**src/rtl/sqrt_iter.sv**
```systemverilog
// Sequential integer square root: one root bit per clock after a leading-pair seed,
// with valid/ready handshakes on the operand and result sides.
module sqrt_iter #(
  parameter int unsigned WIDTH = 20,
  parameter int unsigned ROUND = 0
) (
  input  logic                 clk,
  input  logic                 rst,
  input  logic                 in_valid,
  output logic                 in_ready,
  input  logic [WIDTH-1:0]     val_in,
  output logic                 out_valid,
  input  logic                 out_ready,
  output logic [WIDTH/2:0]     root,
  output logic [WIDTH/2:0]     rem,
  output logic                 busy
);

  localparam int unsigned N      = WIDTH / 2;
  localparam int unsigned ROOT_W = N + 1;
  localparam int unsigned REM_W  = N + 1;
  localparam int unsigned T_W    = N + 2;
  localparam int unsigned IDX_W  = (N > 1) ? $clog2(N) : 1;

  typedef enum logic [1:0] {
    S_IDLE = 2'd0,
    S_SEED = 2'd1,
    S_ITER = 2'd2,
    S_DONE = 2'd3
  } state_e;

  state_e              state_q, state_d;
  logic [WIDTH-1:0]    op_q, op_d;
  logic [IDX_W-1:0]    idx_q, idx_d;
  logic [N-1:0]        acc_q, acc_d;
  logic [REM_W-1:0]    prem_q, prem_d;
  logic [ROOT_W-1:0]   root_q, root_d;
  logic [REM_W-1:0]    rem_q, rem_d;
  logic                rdy_q, vld_q, busy_q;

  logic [IDX_W-1:0]    seed_k_c;
  logic                seed_nz_c;
  logic [1:0]          pair_c;
  logic [T_W-1:0]      trial_c, tst_c, diff_c;
  logic                ge_c;
  logic [REM_W-1:0]    rem_nxt_c;
  logic [N-1:0]        acc_nxt_c;
  logic                round_up_c;
  logic [ROOT_W-1:0]   root_fin_c;

  // Highest nonzero bit pair of the captured operand; later pairs win.
  always_comb begin
    seed_k_c  = '0;
    seed_nz_c = 1'b0;
    for (int i = 0; i < int'(N); i++) begin
      if (op_q[2*i +: 2] != 2'b00) begin
        seed_k_c  = IDX_W'(i);
        seed_nz_c = 1'b1;
      end
    end
  end

  // One restoring step; the partial remainder never exceeds twice the partial root.
  always_comb begin
    pair_c     = 2'(op_q >> {idx_q, 1'b0});
    trial_c    = T_W'({prem_q, pair_c});
    tst_c      = {acc_q, 2'b01};
    ge_c       = (trial_c >= tst_c);
    diff_c     = trial_c - tst_c;
    rem_nxt_c  = ge_c ? REM_W'(diff_c) : REM_W'(trial_c);
    acc_nxt_c  = {acc_q[N-2:0], ge_c};
    round_up_c = (ROUND != 0) && (rem_nxt_c > {1'b0, acc_nxt_c});
    root_fin_c = {1'b0, acc_nxt_c} + ROOT_W'(round_up_c);
  end

  always_comb begin
    state_d = state_q;
    op_d    = op_q;
    idx_d   = idx_q;
    acc_d   = acc_q;
    prem_d  = prem_q;
    root_d  = root_q;
    rem_d   = rem_q;
    case (state_q)
      S_IDLE: begin
        if (in_valid) begin
          op_d    = val_in;
          acc_d   = '0;
          prem_d  = '0;
          state_d = S_SEED;
        end
      end
      S_SEED: begin
        if (!seed_nz_c) begin
          root_d  = '0;
          rem_d   = '0;
          state_d = S_DONE;
        end else begin
          idx_d   = seed_k_c;
          state_d = S_ITER;
        end
      end
      S_ITER: begin
        acc_d  = acc_nxt_c;
        prem_d = rem_nxt_c;
        if (idx_q == '0) begin
          root_d  = root_fin_c;
          rem_d   = rem_nxt_c;
          state_d = S_DONE;
        end else begin
          idx_d = idx_q - IDX_W'(1);
        end
      end
      S_DONE: begin
        if (out_ready) begin
          state_d = S_IDLE;
        end
      end
      default: state_d = S_IDLE;
    endcase
  end

  always_ff @(posedge clk or posedge rst) begin
    if (rst) begin
      state_q <= S_IDLE;
      op_q    <= '0;
      idx_q   <= '0;
      acc_q   <= '0;
      prem_q  <= '0;
      root_q  <= '0;
      rem_q   <= '0;
      rdy_q   <= 1'b1;
      vld_q   <= 1'b0;
      busy_q  <= 1'b0;
    end else begin
      state_q <= state_d;
      op_q    <= op_d;
      idx_q   <= idx_d;
      acc_q   <= acc_d;
      prem_q  <= prem_d;
      root_q  <= root_d;
      rem_q   <= rem_d;
      rdy_q   <= (state_d == S_IDLE);
      vld_q   <= (state_d == S_DONE);
      busy_q  <= (state_d == S_SEED) || (state_d == S_ITER);
    end
  end

  assign in_ready  = rdy_q;
  assign out_valid = vld_q;
  assign busy      = busy_q;
  assign root      = root_q;
  assign rem       = rem_q;

endmodule

```
**config.mk**
```make
export PLATFORM = sky130hd
export DESIGN_NAME = sqrt_iter
export DESIGN_NICKNAME = d
export VERILOG_FILES = /design/src/rtl/sqrt_iter.sv
export SDC_FILE = /design/constraint.sdc
export NUM_CORES = 1
export LEC_CHECK = 0
export BUFFER_PORTS_ARGS = -buffer_cell sky130_fd_sc_hd__clkbuf_2
export CAP_MARGIN = 5
export CORE_ASPECT_RATIO = 0.8
export CORE_UTILIZATION = 40
export CTS_BUF_LIST = sky130_fd_sc_hd__clkbuf_2 sky130_fd_sc_hd__clkbuf_4 sky130_fd_sc_hd__clkbuf_8
export DETAILED_ROUTE_END_ITERATION = 8
export PLACE_DENSITY_LB_ADDON = 0.15
export REMOVE_ABC_BUFFERS = 1
export SLEW_MARGIN = 20
export SYNTH_ARGS = -nofsm -noshare
export SYNTH_HDL_FRONTEND = slang
export SYNTH_SLANG_ARGS = --single-unit
```
**constraint.sdc**
```tcl
create_clock -name clk -period 3.05 [get_ports clk]
set_input_delay 0.1525 -clock clk [delete_from_list [all_inputs] [get_ports clk]]
set_output_delay 0.1525 -clock clk [all_outputs]
set_load 0.02 [all_outputs]
```
# Word-level counts from Yosys, hierarchy flattened
# Index checks and enable logic that the tools add are counted.
[totals]
ff_bits = 71
inputBits = 24
output_inout_bits = 25
wordCells = 82
[classes]
n_reduce_logical = 20
addsub = 2
mux = 37
shift = 1
order_cmp = 1
eq_ne = 11
[ops]
columns = ["cell", "count"]
rows = [
  ["$mux 11", 4],
  ["$pmux 11 s2", 2],
  ["$mux 4", 10],
  ["$pmux 10 s2", 2],
  ["$reduce_bool 2->1", 12],
  ["$mux 10", 2],
  ["$shr 20x5->2", 1],
  ["$ge 12x12->1", 1],
  ["$mux 1", 12],
  ["$sub 11x11->11", 1],
  ["$ne 2x2->1 const B", 5],
  ["$eq 2x2->1 const B", 4],
  ["$pmux 2 s4", 1],
  ["$pmux 4 s2", 1],
  ["$mux 2", 3],
  ["$reduce_and 3->1", 2],
  ["$eq 2x1->1 const B", 2],
  ["$logic_not 2->1", 2],
  ["$logic_not 4->1", 1],
  ["$reduce_and 2->1", 2],
  ["$sub 4x1->4 const B", 1],
  ["$logic_or 1x1->1", 1],
]

# Logic depth before layout (Yosys ltp)
[depth]
word_depth = 15
depth_mapped = 15
depth_no_buf = 12

# Worst setup path after synthesis
# No wires, ideal clock.
[synth_timing]
kind = "flip-flop to flip-flop"
from = "register idx_q[1]"
to = "register rem_q[4], in the netlist rem[4]"
path_stages_with_launch = 15
required_ns = 2.921
setup_time_ns = 0.129
slack_ns = -0.152
synth_period_minus_slack_ns = 3.202
arrival_time_ns = 3.073
cell_sequence = "dfrtp_1 buf_6 mux2_4 and3_4 o41ai_4 ha_1 nor2b_1 o31a_1 o21ai_1 o211ai_1 o22a_1 clkbuf_1 buf_2 mux2i_1 o21ai_1"
[synth_via]
elab_chain_len = 5
[synth_lines]
columns = ["element", "line_no", "rtl"]
rows = [
  ["start, declared", "34", "logic [IDX_W-1:0] idx_q, idx_d;"],
  ["start signal, assigned", "138", "idx_q <= idx_d;"],
  ["$shr 20x5->2", "65", "pair_c = 2'(op_q >> {idx_q, 1'b0});"],
  ["$sub 11x11->11 or $ge 12x12->1 (tied branches)", "69, 68", ""],
  ["$mux 11", "70", "rem_nxt_c = ge_c ? REM_W'(diff_c) : REM_W'(trial_c);"],
  ["$mux 11", "106", "if (idx_q == '0) begin"],
  ["$pmux 11 s2", "84", "case (state_q)"],
  ["end signal, assigned", "142", "rem_q <= rem_d;"],
  ["end, declared", "38", "logic [REM_W-1:0] rem_q, rem_d;"],
]
# Parallel ways exist; a longest one is shown, timed or not. The select of a mux whose other input is x is not followed.
# A chain may end at the register's enable or synchronous reset.

# Final worst setup path
[layout_timing]
from = "register idx_q[1]"
to = "register prem_q[1]"
[layout_via]
elab_chain_len = 4
[layout_lines]
columns = ["element", "line_no", "rtl"]
rows = [
  ["$shr 20x5->2 *", "65", ""],
  ["$sub 11x11->11 or $ge 12x12->1 (tied branches)", "69, 68", ""],
  ["$mux 11 *", "70", ""],
  ["$pmux 10 s2 *", "84", ""],
  ["end signal, assigned", "140", "prem_q <= prem_d;"],
  ["end, declared", "36", "logic [REM_W-1:0] prem_q, prem_d;"],
]
# Every way passes the cells marked *; elsewhere a longest branch is shown, timed or not.

==> impl_metrics.tcl <==
set metrics [dict create \
    worstHoldPathType "input pin to flop" \
    crit_top_cell "o22a_2" \
    grt_max_degree 37 \
    io_pins 49 \
    async_reset_ff_share_pct 100 \
    grt_pass1_vias 2848 \
    setup_viol_count_final 0 \
    nets 485 \
    crit_fanout 8 \
    fp.dieArea_um2 9660 \
    critPathCaptureType "flop" \
    dr_wl_met3_um 298 \
    cts_htree_levels 3 \
    dp_hpwl_mm 5.85 \
    synth_top_area_share_pct 46.6 \
    synth_edf_count 0 \
    highest_layer "met4" \
    dr.first_iter.drc_count 173 \
    tightest_slew_ps 767 \
    detail-route-antenna-nets 0 \
    syn_area_per_cell_um2 9.73 \
    routed-wl-met2_mm 3.61 \
    wire_per_inst_um 15.0 \
    core_um2 9040 \
    die_w_um 110 \
    clock.fmax_mhz 339 \
    fp.dieH_um 88.1 \
    synth-seq-cells 70 \
    worst_path_max_delay_cell "mux4_2" \
    worstPathArrival_ps 3200 \
    syn_area_um2 3710 \
    cts.clk_slew.worst_paths_ps 80 \
    initial_core_util_pct 41.0 \
    yosysSeqAreaShare_pct 47.3 \
    grt_pass1_wl_mm 13.8 \
    drcViolationCount 0 \
    cts_buffer_depth 2 \
    crit_buf_inv 1 \
    cts_tree "done" \
    cts_num_sinks 70 \
    via_per_inst 5.22 \
    grtUsageTotal_pct 19.0 \
    m1WireLength_mm 4.45 \
    clock_latency_ps 360 \
    vias 2940 \
    critPathRequiredTime_ps 3300 \
    yosys.cell_types.count 48 \
    cts_root_buffer "clkbuf_8" \
    antenna_found_initial 0 \
    yosysWarnings 0 \
    synthTopCellsByArea "dfrtp_1, nand2_1, ha_1" \
    overflow 0 \
    start_kind "flop" \
    area_delta_synth_final_pct 23.0 \
    fin_hold_ws_ps 22.6 \
    fillers 866 \
    syn_inst 381 \
    critical_path.top_delay_family "compound AO/OA/AOI/OAI gates" \
    ys.flop_type "dfrtp_1" \
    antenna_cells 0 \
    drv_cap 0 \
    std_cell_rows 31 \
    fin_skew_ps 10.4 \
    hold_viol 0 \
    routed_wl_mm 8.45 \
    yosys.area.top_type "dfrtp_1" \
    drv_slew 0 \
    fin_crit_sh_pct 96.7 \
    fin_crit_ps 2950 \
    crit_chain "mux4_2, mux2i_1, o22a_2, ha_4, nor2b_2, o31a_1, o21ai_2, o211ai_1, o22a_2, buf_12, mux2i_2, a22o_1" \
    drive_gt1_share_pct 28.1 \
    slew_headroom_pct 48.8 \
    critPathKind "flop to flop" \
    drt_pass1_iterations 5 \
    finalWeightedCongestion 0.839 \
    status "finished, final reports clean" \
    cpPeakStageDelay_ps 520 \
    cts-buffers-inserted 9 \
    port_buffers 47 \
]
[Yosys cell counts (3+ instances only)]
cell,count
nand3_1,4
o21ai_0,21
o31ai_1,3
nand4_1,3
xnor2_1,6
nor4_1,3
mux2i_1,14
a211oi_1,3
a21oi_1,15
clkbuf_1,12
o21ai_1,32
nor3_1,4
inv_1,26
nor2_1,19
nand2_1,66
mux2_2,20
dfrtp_1,69
a22o_1,4
ha_1,18
[repair_timing]
| action | in CTS | in global routing |
|---|---|---|
| setup buffers | 0 | 2 |
| cloned | 0 | 1 |
| setup endpoints to repair | 13 | 21 |
| gates resized for setup | 2 | 17 |
| pin swaps | 0 | 12 |
| endpoints found under the hold margin | 33 | 0 |
| hold buffers | 1 | 0 |
[sequential cells by signal, indices dropped and copies added, names as in the netlist]
register / cells
op_q: 20
idx_q: 4
in_ready: 1
state_q: 2
prem_q: 10
busy: 1
root: 10
rem: 11
acc_q: 10
out_valid: 1
[layout by cell type, fill, tap and decap left out, drive strengths merged, types with 3 or more instances in the layout]
cell / synthesis / layout
a211oi: 3 / 3
a21oi: 15 / 15
a22o: 4 / 4
buf: 4 / 18
bufinv: 0 / 4
clkbuf: 12 / 58
dfrtp: 69 / 69
ha: 18 / 18
inv: 26 / 26
mux2: 21 / 21
mux2i: 14 / 14
nand2: 66 / 66
nand3: 4 / 4
nand4: 3 / 3
nor2: 19 / 19
nor3: 4 / 4
nor4: 3 / 3
o21ai: 53 / 53
o22a: 3 / 3
o31ai: 3 / 3
xnor2: 6 / 6
[area by class of cell]
class                   instances  area, um^2  area share (%)
inverters                      26        97.6            2.14
well taps                     115         144            3.16
clock buffers                  10         138            3.02
repair buffers                 67         434            9.53
multi-input cells             269        1860            40.7
flip-flops and latches         70        1760            38.5
clock inverters                 6         133            2.91
[through the flow]
step / setup slack, ps / area [um^2] / util [%] / instances / setup TNS [ps]
6_report: 100 / 4560 / 50.4 / 563 / 0
5_1_grt: -62.4 / 4560 / 50.4 / 563 / -741
4_1_cts: 2.72 / 4440 / 49.2 / 560 / 0
3_5_place_dp: -24.8 / 4150 / 46.0 / 543 / -123
3_3_place_gp: 61.6 / 4150 / 46.0 / 543 / 0
2_1_floorplan: -178 / 3630 / - / 365 / -2060
[routing by layer]
metal  GRT usage (%)  vias up
li1                -     1462
met1            27.4     1412
met2            27.1       58
met3            5.13        8
met4            7.15        0
met5               0        -
[kinds of logic after synthesis]
logic type	share of synthesized area, %
flip-flops	47.3
AO/OA/AOI/OAI	16.1
XOR/XNOR	1.42
multiplexers	11.5
other	0.101
adder cells (fa/ha/maj)	6.08
buffers and inverters	4.69
AND/OR/NAND/NOR	12.9
[final timing paths]
path                        endpoint  cells after the start  slack [ps]  startpoint
min reg2reg                  root[7]                      2         480     root[7]
min                          op_q[5]                      2          20   val_in[5]
max in group asynchronous   idx_q[1]                      4        1910         rst
max                        prem_q[1]                     12         100    idx_q[1]
min in group asynchronous   acc_q[6]                      3         470         rst
max reg2reg                prem_q[1]                     12         100    idx_q[1]
Power is left out: the tool's default activity adds up to more than one toggle a clock period on the data nets, which glitch-free logic cannot reach.
